## config.mk

```make
export PLATFORM = sky130hd
export DESIGN_NAME = uart_host_ctrl
export DESIGN_NICKNAME = d
export VERILOG_FILES = /design/src/rtl/uart_host_pkg.sv /design/src/rtl/uart_host_fifo.sv /design/src/rtl/uart_host_ctrl.sv
export SDC_FILE = /design/constraint.sdc
export NUM_CORES = 1
export LEC_CHECK = 0
export CORE_ASPECT_RATIO = 2
export CORE_MARGIN = 2
export CORE_UTILIZATION = 55
export DETAILED_ROUTE_END_ITERATION = 8
export GPL_TIMING_DRIVEN = 0
export HOLD_SLACK_MARGIN = 0.05
export PLACE_DENSITY = 0.79
export SLEW_MARGIN = 25
export SYNTH_ARGS = -nofsm -noshare
export SYNTH_HDL_FRONTEND = slang
export SYNTH_SLANG_ARGS = --single-unit
export TNS_END_PERCENT = 30
```

## constraint.sdc

```tcl
create_clock -name clk_CPU -period 3.6 [get_ports clk_CPU]
set_clock_uncertainty 0.15 [all_clocks]
set_input_delay 1.08 -clock clk_CPU [delete_from_list [all_inputs] [get_ports clk_CPU]]
set_output_delay 1.08 -clock clk_CPU [all_outputs]
set_load 0.03 [all_outputs]
```

## src/rtl/uart_host_pkg.sv

```systemverilog
// Shared definitions for the UART host controller: register map, STATUS/CTRL/IE
// bit positions, TX engine states and a constant-evaluable clog2 helper.
package uart_host_pkg;

    localparam logic [1:0] ADDR_DATA   = 2'd0;
    localparam logic [1:0] ADDR_STATUS = 2'd1;
    localparam logic [1:0] ADDR_CTRL   = 2'd2;
    localparam logic [1:0] ADDR_IE     = 2'd3;

    localparam int ST_TX_FULL  = 0;
    localparam int ST_TX_EMPTY = 1;
    localparam int ST_TX_BUSY  = 2;
    localparam int ST_RX_VALID = 3;
    localparam int ST_RX_OVR   = 4;
    localparam int ST_TX_OVF   = 5;
    localparam int ST_AVAIL    = 6;
    localparam int ST_RX_BIT8  = 7;

    localparam int CTRL_EN       = 0;
    localparam int CTRL_BITS     = 1;
    localparam int CTRL_PARITY   = 2;
    localparam int CTRL_RATE_LSB = 4;

    localparam int IE_RX = 0;
    localparam int IE_TX = 1;

    localparam int RX_DEPTH = 4;

    typedef enum logic [1:0] {
        IDLE = 2'd0,
        LOAD = 2'd1,
        WAIT = 2'd2
    } tx_state_t;

    function automatic int clog2(input int value);
        int r;
        r = 0;
        while ((1 << r) < value) r++;
        return r;
    endfunction

endpackage

```

## src/rtl/uart_host_fifo.sv

```systemverilog
// Synchronous first-word-fall-through FIFO; dout shows the head combinationally.
// Push when full is dropped unless a pop in the same cycle frees the slot.
module uart_host_fifo
    import uart_host_pkg::*;
#(
    parameter int WIDTH = 8,
    parameter int DEPTH = 4
) (
    input  logic             clk,
    input  logic             rst_n,
    input  logic             push,
    input  logic             pop,
    input  logic [WIDTH-1:0] din,
    output logic [WIDTH-1:0] dout,
    output logic             full,
    output logic             empty
);

    localparam int AW = clog2(DEPTH);

    logic [WIDTH-1:0] mem [DEPTH];
    logic [AW-1:0]    wr_ptr;
    logic [AW-1:0]    rd_ptr;
    logic [AW:0]      count;
    logic             do_push;
    logic             do_pop;

    assign empty   = (count == '0);
    assign full    = (count == (AW+1)'(DEPTH));
    assign do_pop  = pop && !empty;
    assign do_push = push && (!full || do_pop);
    assign dout    = mem[rd_ptr];

    always_ff @(posedge clk or negedge rst_n) begin
        if (!rst_n) begin
            wr_ptr <= '0;
            rd_ptr <= '0;
            count  <= '0;
        end else begin
            if (do_push) wr_ptr <= wr_ptr + 1'b1;
            if (do_pop)  rd_ptr <= rd_ptr + 1'b1;
            count <= count + (AW+1)'(do_push) - (AW+1)'(do_pop);
        end
    end

    // Storage carries no reset; the pointers alone define what is valid.
    always_ff @(posedge clk) begin
        if (do_push) mem[wr_ptr] <= din;
    end

endmodule

```

## src/rtl/uart_host_ctrl.sv

```systemverilog
// CPU-side controller for the uart block: 4-register byte bus, TX FIFO + write handshake, RX capture, one irq.
// bus_rdata and irq are registered (1 cycle); TX bytes beyond a full FIFO are dropped. UART_HOST_RXFIFO_EN adds an RX FIFO.
module uart_host_ctrl
    import uart_host_pkg::*;
#(
    parameter int TX_DEPTH    = 4,
    parameter int HOLD_CYC    = 16,
    parameter int SYNC_STAGES = 2
) (
    input  logic       clk_CPU,
    input  logic       RST,
    input  logic [1:0] bus_addr,
    input  logic       bus_wr,
    input  logic       bus_rd,
    input  logic [7:0] bus_wdata,
    output logic [7:0] bus_rdata,
    output logic       irq,
    output logic       uart_en,
    output logic       uart_bits,
    output logic       uart_parity,
    output logic [3:0] uart_bitrate,
    output logic       UART_WRITE,
    output logic [7:0] DATA_IN_Tx,
    input  logic       IRQ_Tx,
    input  logic       IRQ_Rx,
    input  logic       UART_AVAIL,
    input  logic [9:0] DATA_OUT_Rx
);

    localparam int CNT_W = clog2(HOLD_CYC + 1);

    logic [7:0] ctrl_q;
    logic [7:0] ie_q;
    logic [7:0] rdata_q;
    logic [7:0] status;
    logic       tx_ovf_q;
    logic       rx_ovr_q;
    logic       irq_q;

    logic       wr_data, wr_status, wr_ctrl, wr_ie, rd_data;

    logic [SYNC_STAGES-1:0] tx_sync, rx_sync, avail_sync;
    logic       tx_prev, rx_prev;
    logic       tx_done, rx_done;

    logic       tx_full, tx_empty, tx_pop;
    logic [7:0] tx_head;

    tx_state_t  state, state_nxt;
    logic [CNT_W-1:0] cnt;
    logic       uart_write_q;
    logic [7:0] tx_byte_q;
    logic       tx_start, tx_busy;

    logic       rx_valid;
    logic [9:0] rx_word;
    logic       rx_ovr_set;

    assign wr_data   = bus_wr && (bus_addr == ADDR_DATA);
    assign wr_status = bus_wr && (bus_addr == ADDR_STATUS);
    assign wr_ctrl   = bus_wr && (bus_addr == ADDR_CTRL);
    assign wr_ie     = bus_wr && (bus_addr == ADDR_IE);
    assign rd_data   = bus_rd && (bus_addr == ADDR_DATA);

    assign uart_en      = ctrl_q[CTRL_EN];
    assign uart_bits    = ctrl_q[CTRL_BITS];
    assign uart_parity  = ctrl_q[CTRL_PARITY];
    assign uart_bitrate = ctrl_q[CTRL_RATE_LSB +: 4];
    assign UART_WRITE   = uart_write_q;
    assign DATA_IN_Tx   = tx_byte_q;
    assign bus_rdata    = rdata_q;
    assign irq          = irq_q;

    // IRQ_Tx / IRQ_Rx come from the uart clock domain; only synchronised edges are used.
    always_ff @(posedge clk_CPU or negedge RST) begin
        if (!RST) begin
            tx_sync    <= '0;
            rx_sync    <= '0;
            avail_sync <= '0;
            tx_prev    <= 1'b0;
            rx_prev    <= 1'b0;
        end else begin
            tx_sync    <= {tx_sync[SYNC_STAGES-2:0], IRQ_Tx};
            rx_sync    <= {rx_sync[SYNC_STAGES-2:0], IRQ_Rx};
            avail_sync <= {avail_sync[SYNC_STAGES-2:0], UART_AVAIL};
            tx_prev    <= tx_sync[SYNC_STAGES-1];
            rx_prev    <= rx_sync[SYNC_STAGES-1];
        end
    end

    assign tx_done = tx_sync[SYNC_STAGES-1] && !tx_prev;
    assign rx_done = rx_sync[SYNC_STAGES-1] && !rx_prev;

    uart_host_fifo #(.WIDTH(8), .DEPTH(TX_DEPTH)) u_tx_fifo (
        .clk   (clk_CPU),
        .rst_n (RST),
        .push  (wr_data),
        .pop   (tx_pop),
        .din   (bus_wdata),
        .dout  (tx_head),
        .full  (tx_full),
        .empty (tx_empty)
    );

    always_ff @(posedge clk_CPU or negedge RST) begin
        if (!RST) state <= IDLE;
        else      state <= state_nxt;
    end

    always_comb begin
        state_nxt = state;
        case (state)
            IDLE: if (!tx_empty && uart_en) state_nxt = LOAD;
            LOAD: begin
                if (!uart_en)        state_nxt = IDLE;
                else if (cnt == '0)  state_nxt = WAIT;
            end
            WAIT: if (!uart_en || tx_done) state_nxt = IDLE;
            default: state_nxt = IDLE;
        endcase
    end

    always_comb begin
        tx_start = (state == IDLE) && (state_nxt == LOAD);
        tx_busy  = (state != IDLE);
        tx_pop   = tx_start;
    end

    // UART_WRITE tracks the registered LOAD state so it is glitch-free toward the uart.
    always_ff @(posedge clk_CPU or negedge RST) begin
        if (!RST) begin
            cnt          <= '0;
            tx_byte_q    <= '0;
            uart_write_q <= 1'b0;
        end else begin
            uart_write_q <= (state_nxt == LOAD);
            if (tx_start) begin
                cnt       <= CNT_W'(HOLD_CYC - 1);
                tx_byte_q <= tx_head;
            end else if (state == LOAD && cnt != '0) begin
                cnt <= cnt - 1'b1;
            end
        end
    end

`ifdef UART_HOST_RXFIFO_EN
    logic rx_full, rx_empty;

    uart_host_fifo #(.WIDTH(10), .DEPTH(RX_DEPTH)) u_rx_fifo (
        .clk   (clk_CPU),
        .rst_n (RST),
        .push  (rx_done),
        .pop   (rd_data),
        .din   (DATA_OUT_Rx),
        .dout  (rx_word),
        .full  (rx_full),
        .empty (rx_empty)
    );

    assign rx_valid   = !rx_empty;
    assign rx_ovr_set = rx_done && rx_full && !rd_data;
`else
    logic [9:0] rx_data_q;
    logic       rx_valid_q;

    // A DATA read in the same cycle as rx_done empties the holder first, so no overrun.
    always_ff @(posedge clk_CPU or negedge RST) begin
        if (!RST) begin
            rx_data_q  <= '0;
            rx_valid_q <= 1'b0;
        end else if (rx_done && (!rx_valid_q || rd_data)) begin
            rx_data_q  <= DATA_OUT_Rx;
            rx_valid_q <= 1'b1;
        end else if (rd_data) begin
            rx_valid_q <= 1'b0;
        end
    end

    assign rx_word    = rx_data_q;
    assign rx_valid   = rx_valid_q;
    assign rx_ovr_set = rx_done && rx_valid_q && !rd_data;
`endif

    always_comb begin
        status              = '0;
        status[ST_TX_FULL]  = tx_full;
        status[ST_TX_EMPTY] = tx_empty;
        status[ST_TX_BUSY]  = tx_busy;
        status[ST_RX_VALID] = rx_valid;
        status[ST_RX_OVR]   = rx_ovr_q;
        status[ST_TX_OVF]   = tx_ovf_q;
        status[ST_AVAIL]    = avail_sync[SYNC_STAGES-1];
        status[ST_RX_BIT8]  = rx_word[8];
    end

    // Sticky flags: a new event in the clearing cycle wins over the write-1-to-clear.
    always_ff @(posedge clk_CPU or negedge RST) begin
        if (!RST) begin
            ctrl_q   <= '0;
            ie_q     <= '0;
            tx_ovf_q <= 1'b0;
            rx_ovr_q <= 1'b0;
            rdata_q  <= '0;
            irq_q    <= 1'b0;
        end else begin
            if (wr_ctrl) ctrl_q <= bus_wdata;
            if (wr_ie)   ie_q   <= bus_wdata;

            if (wr_data && tx_full && !tx_pop)          tx_ovf_q <= 1'b1;
            else if (wr_status && bus_wdata[ST_TX_OVF]) tx_ovf_q <= 1'b0;

            if (rx_ovr_set)                             rx_ovr_q <= 1'b1;
            else if (wr_status && bus_wdata[ST_RX_OVR]) rx_ovr_q <= 1'b0;

            if (bus_rd) begin
                case (bus_addr)
                    ADDR_DATA:   rdata_q <= rx_word[7:0];
                    ADDR_STATUS: rdata_q <= status;
                    ADDR_CTRL:   rdata_q <= ctrl_q;
                    default:     rdata_q <= ie_q;
                endcase
            end

            irq_q <= (rx_valid && ie_q[IE_RX]) || (tx_empty && !tx_busy && ie_q[IE_TX]);
        end
    end

    logic unused_bits;
    assign unused_bits = ^{rx_word[9], ctrl_q[3], ie_q[7:2]};

endmodule

```

# Word-level counts from Yosys, hierarchy flattened
# Memory sizes are Yosys's and may differ from the RTL's. A register that Yosys moved wholly into a read port is not among the register bits.
# Index checks and enable logic that the tools add are counted.
# totals
mem_count	1
wordCells	94
out_inout_bits	25
input_bits	27
ram_bits	32
ff_bits	60
# mem_list
memory	words	width	read_ports	rd_clocked_by_memory_dff	write_ports	line_no	rtl
u_tx_fifo.mem	4	8	1	1	1	uart_host_fifo.sv:21	logic [WIDTH-1:0] mem [DEPTH];
# op_classes
n_eq_ne	7
muxes	16
n_reduce_logical	46
addsub	5
# ops
cell	n
8-bit case mux with 3 select lines	1
1-bit logical AND	22
1-bit zero test	10
5-bit two-way mux	2
2-bit nonzero test	5
1-bit two-way mux	8
2-bit two-way mux	4
2-bit by 1-bit equality test with 1-bit output, second input constant	3
2-bit equality test, second input constant	3
2-bit case mux with 3 select lines	1
5-bit zero test	1
5-bit nonzero test	1
5-bit by 1-bit subtractor with 5-bit output, second input constant	1
2-bit by 1-bit adder with 2-bit output, second input constant	2
2-bit zero test	2
1-bit logical OR	4
3-bit by 1-bit adder with 3-bit output	1
3-bit equality test, second input constant	1
3-bit zero test	1
3-bit by 1-bit subtractor with 3-bit output	1

# Depth between registers and ports, before layout
# depth
depth_word	12
mapped_depth	11
mapped_depth_nobuf	10

# Hierarchy
# Synthesis repeated with hierarchy kept, for this count alone.
# unflattened
cells_unflattened	271
hier_area_um2	4150.2
# modules_own_cells
module	seq_area_each_um2	area_per_inst_um2	cells_each	n_inst
uart_host_ctrl	1526.5	2572.5	194	1
uart_host_fifo	1136.1	1577.8	77	1

# Least setup slack after synthesis
# Ideal clock, no wire load.
# synth_path
kind	input to register
start	in bus_addr[1]
end	reg u_tx_fifo.count[2]
path_buffers	1
setup_time_ns	0.123
required_time_ns	3.327
path_stages	7
setup_slack_ns	0.745
t_arrival_ns	2.582
cell_sequence	buf_2 -> a2111oi_4 -> ha_1 -> inv_1 -> fa_1 -> xnor2_1 -> xnor2_1
# synth_between
elab_chain_cells	5
# synth_rtl
element	line_no	rtl
start: declaration	uart_host_ctrl.sv:12	input logic [1:0] bus_addr,
2-bit zero test	uart_host_ctrl.sv:59	assign wr_data = bus_wr && (bus_addr == ADDR_DATA);
1-bit logical AND	uart_host_ctrl.sv:59	
1-bit logical AND	uart_host_fifo.sv:31	assign do_push = push && (!full || do_pop);
3-bit by 1-bit adder with 3-bit output	uart_host_fifo.sv:42	count <= count + (AW+1)'(do_push) - (AW+1)'(do_pop);
3-bit by 1-bit subtractor with 3-bit output	uart_host_fifo.sv:42	
end signal: assignment	uart_host_fifo.sv:42	
end: declaration	uart_host_fifo.sv:24	logic [AW:0] count;
# Every way passes these cells.
# A chain may end at the register's enable or synchronous reset.

# Final worst setup path
# layout_path
start	in bus_wr
end	reg u_tx_fifo.count[2]
# layout_between
elab_chain_cells	4
# layout_rtl
element	line_no	rtl
start: declaration	uart_host_ctrl.sv:13	input logic bus_wr,
1-bit logical AND	uart_host_ctrl.sv:59	
1-bit logical AND	uart_host_fifo.sv:31	
3-bit by 1-bit adder with 3-bit output	uart_host_fifo.sv:42	
3-bit by 1-bit subtractor with 3-bit output	uart_host_fifo.sv:42	
# Every way passes these cells.

==> impl_results.md <==
* DR vias at between 2000 and 2500
* WS Path Type: input pin to flop
* Clock Latency Late Sink at approximately 0.34 ns
* Worst-margin pin slew at ~0.8 ns
* Sequential share of the synthesized area at 0.635
* Slowest Stage Delay on Critical Path at 0.58 ns
* Seq pwr share at 0.429
* Longest Clk Path Bufs at 2
* Met3 Wirelength at around 330 microns
* RePlAce Congestion at ~0.77
* Ports at 52
* Internal reg-to-reg setup slack at 0.71 ns
* Drt total wl at ~7.9 mm
* Final Cycle Share at 0.870
* Final Hold Vio Count at 0
* Vias per std cell at ~5.6
* CP Max Fanout at 7
* TritonRoute pass-1 iters at 4
* Die W at between 60 and 70 microns
* DR WL/cell at around 19 microns
* CP required at approximately 3.7 ns
* Switching Fraction at 0.302
* Startpoint class of the critical path: input pin
* CP startpoint: bus_wr
* GRT Total Usage at 0.207
* Htree depth at 3
* Fin crit period at between 3 and 4 ns
* Worst path bufs/invs at 3
* Design Power at between 3 and 4 mW
* Routed metal-1 wire length at around 3.2 mm
* # resized after CTS at 0
* Synth Flop Type: dfrtp_1
* Die area at about 8400 sq um
* Fmax achieved at around 320 MHz
* Nets@finish at 360
* Max layer used: met4
* First-pass GRT wire length at 12.6 mm
* CP Depth at 8
* FILL cells at 525
* CTS hold repair buffers at 0
* DRC at 0
* Main area contributors after synthesis: dfrtp_1 41%, edfxtp_1 23%, mux2_2 10%, mux4_2 7.5%, ha_1 2.4%
* Worst Path Arrival at 3.21 ns
* Number of flops mapped to enable cells by yosys at 32
* CP max-delay cell: clkdlybuf4s50_1
* Reg2reg path depth at 11
* CTS tree: done
* Synth warn at 0
* Cell Chain, Critical Path: clkdlybuf4s50_1 -> inv_1 -> a2111oi_4 -> ha_1 -> inv_1 -> fa_1 -> xnor2_1 -> xnor2_1
* Sinks on Clock Net at 100
* Seq. cell area at approximately 2700 sq um
* FFs w/ async S/R, synth at 0.680
* Post-CTS Setup Bufs at 0
* Met2 wire length at about 4.3 mm
* Worst setup EP type: flop
* Slew Viols, Final at 0
* Largest net degree at the start of global routing at 48
* Core outline area at between 7000 and 8000 sq um
* Setup tns final at 0 ns
* Final setup violation count at 0
* Cells after Synth at 265
* Pwr/cell area at approximately 720 nW/um^2
* Initial core utilization at 0.560
* Static leakage at slightly above 2 nW
* Multi-input gate area in the final layout at 1400 sq um
* Worst relative slew slack at 0.452
* # Max-Cap Violations at 0
* Antenna Nets Post-Route at 0
* HP Class: flop to flop
* Area leader, netlist: dfrtp_1
* Yosys cell types at 43
* Mapped cell area at between 4000 and 5000 sq um
* Critical path's top delay family: buffers and inverters
* Sw power at around 1.1 mW
* Clock transition at the registers of the reported paths at ~0.06 ns
* Post-DP HPWL at roughly 5.6 mm
* Net count after synthesis at roughly 300
* Reg2Reg Capture Point: u_tx_fifo.count[2]$_DFF_PN0_
* Syn avg cell area at between 15 and 20 sq um
* Port Buf Inserts at 47
* Crit path capture: u_tx_fifo.count[2]$_DFF_PN0_
* Unrepaired setup endpoints after global routing: no
* Area growth from synthesis to layout at 21.6%
* Yosys top cell area share at 0.406
* Clock share of power at 0.258
* Post-DP Area at 4800 sq um
* R2r startpoint: state[0]$_DFF_PN0_
* Cell row count at 45
* CTS root buffer: clkbuf_16
* Initial antenna violation count at 0
* Layout cells sized above 1 at 0.271
* Starting DRT DRC Count at approximately 130
* Int Power at approximately 2.6 mW
* Number of synthesized register bits at 100
* Num CTS Buffers at 9
* Gate power share at 0.312
* Die Y at 127 microns
* Antenna Cells at 0
* Grt ovf at 0
* Vias in the first global route at ~2500
* Status: complete, no violations
* Worst VDD drop at between 0.4 and 0.5 mV
* Final instance area at between 5000 and 6000 sq um
[per-stage QoR]
stage / setup WS, ns / instances / util / hold slack, ns
after floorplan: 0.745 / 265 / - / 0.181
after global placement: -0.873 / 406 / 0.638 / 0.183
after detailed placement: 0.102 / 407 / 0.642 / 0.186
after CTS: 0.458 / 423 / 0.681 / 0.200
after global routing: 0.327 / 423 / 0.681 / 0.201
final: 0.469 / 423 / 0.681 / 0.198
[synth_stat cells (all sizes together), types with 2 or more instances]
| master | count |
|---|---|
| inv | 13 |
| a21oi | 7 |
| nand2 | 9 |
| clkbuf | 2 |
| ha | 8 |
| nand2b | 4 |
| buf | 11 |
| nand3 | 7 |
| nand3b | 2 |
| nor3b | 2 |
| nor2 | 3 |
| and2 | 4 |
| mux2i | 3 |
| mux2 | 40 |
| mux4 | 14 |
| xnor2 | 5 |
| or3b | 2 |
| o21ai | 10 |
| dfrtp | 68 |
| nor2b | 3 |
| nor3 | 2 |
| edfxtp | 32 |
[registers in the layout, summed over array words and instances (netlist names), 2 cells and up]
name and count:
u_tx_fifo.wr_ptr 2, cnt 5, state 2, u_tx_fifo.rd_ptr 2, tx_sync 2, bus_rdata 8
rx_sync 2, avail_sync 2, ctrl_q 8, u_tx_fifo.count 3, rx_data_q 9, ie_q 8
u_tx_fifo.mem 32, DATA_IN_Tx 8
[cell usage in the layout, fill, tap and decap left out, types with 5 or more instances in the layout]
cell type,Yosys,layout
dfrtp_1,68,68
clkdlybuf4s50_1,0,46
mux2_2,39,39
edfxtp_1,32,32
mux4_2,14,14
inv_1,12,12
o21ai_0,10,10
nand2_1,9,9
clkbuf_16,0,9
ha_1,8,8
nand3_1,7,7
clkbuf_1,2,6
a21oi_1,6,6
xnor2_1,5,5
buf_2,5,5
buf_4,4,5
[power groups by stage]
| stage | sequential [mW] | combinational (mW) | clock [mW] |
|---|---|---|---|
| CTS | 1.57 | 1.16 | 0.951 |
| finish | 1.57 | 1.14 | 0.945 |
| detailed placement | 1.59 | 1.15 | 0 |
| floorplan | 1.72 | 0.613 | 0 |
| global route | 1.60 | 1.24 | 1.00 |
| global placement | 1.57 | 1.10 | 0 |
[logic make-up (layout without fill, tap and decap cells)]
logic type               count (synthesis)  in the layout  share of synthesized area
adder cells (fa/ha/maj)                  9              9                     0.0287
buffers and inverters                   26             90                     0.0301
flip-flops                             100            100                      0.635
AND/OR/NAND/NOR                         43             43                     0.0603
XOR/XNOR                                 5              5                     0.0104
AO/OA/AOI/OAI                           25             25                     0.0445
multiplexers                            57             57                      0.191
[worst min path at each step]
| stage | startpoint | end | slack [ns] | cells after the start |
|---|---|---|---|---|
| detailed placement | rx_sync[0]$_DFF_PN0_ | rx_sync[1]$_DFF_PN0_ | 0.19 | 0 |
| CTS | avail_sync[0]$_DFF_PN0_ | avail_sync[1]$_DFF_PN0_ | 0.20 | 0 |
| global route | avail_sync[0]$_DFF_PN0_ | avail_sync[1]$_DFF_PN0_ | 0.20 | 0 |
| floorplan | avail_sync[0]$_DFF_PN0_ | avail_sync[1]$_DFF_PN0_ | 0.18 | 0 |
| finish | avail_sync[0]$_DFF_PN0_ | avail_sync[1]$_DFF_PN0_ | 0.20 | 0 |
| global placement | rx_sync[0]$_DFF_PN0_ | rx_sync[1]$_DFF_PN0_ | 0.18 | 0 |
[routing by layer]
metal | vias to the layer above | track usage
li1 | 1088 | -
met5 | - | 0
met3 | 11 | 0.0528
met4 | 0 | 0.0821
met1 | 1215 | 0.261
met2 | 64 | 0.339
[area by class of cell]
cell class / count / area share
clock buffer: 14 / 0.0498
multi-input combinational: 139 / 0.275
clock inverter: 2 / 0.00737
timing repair buffer: 48 / 0.0972
buffer: 13 / 0.0152
sequential: 100 / 0.522
tap: 94 / 0.0231
inverter: 13 / 0.00958
Note: power is estimated with default switching activity, not from simulation.
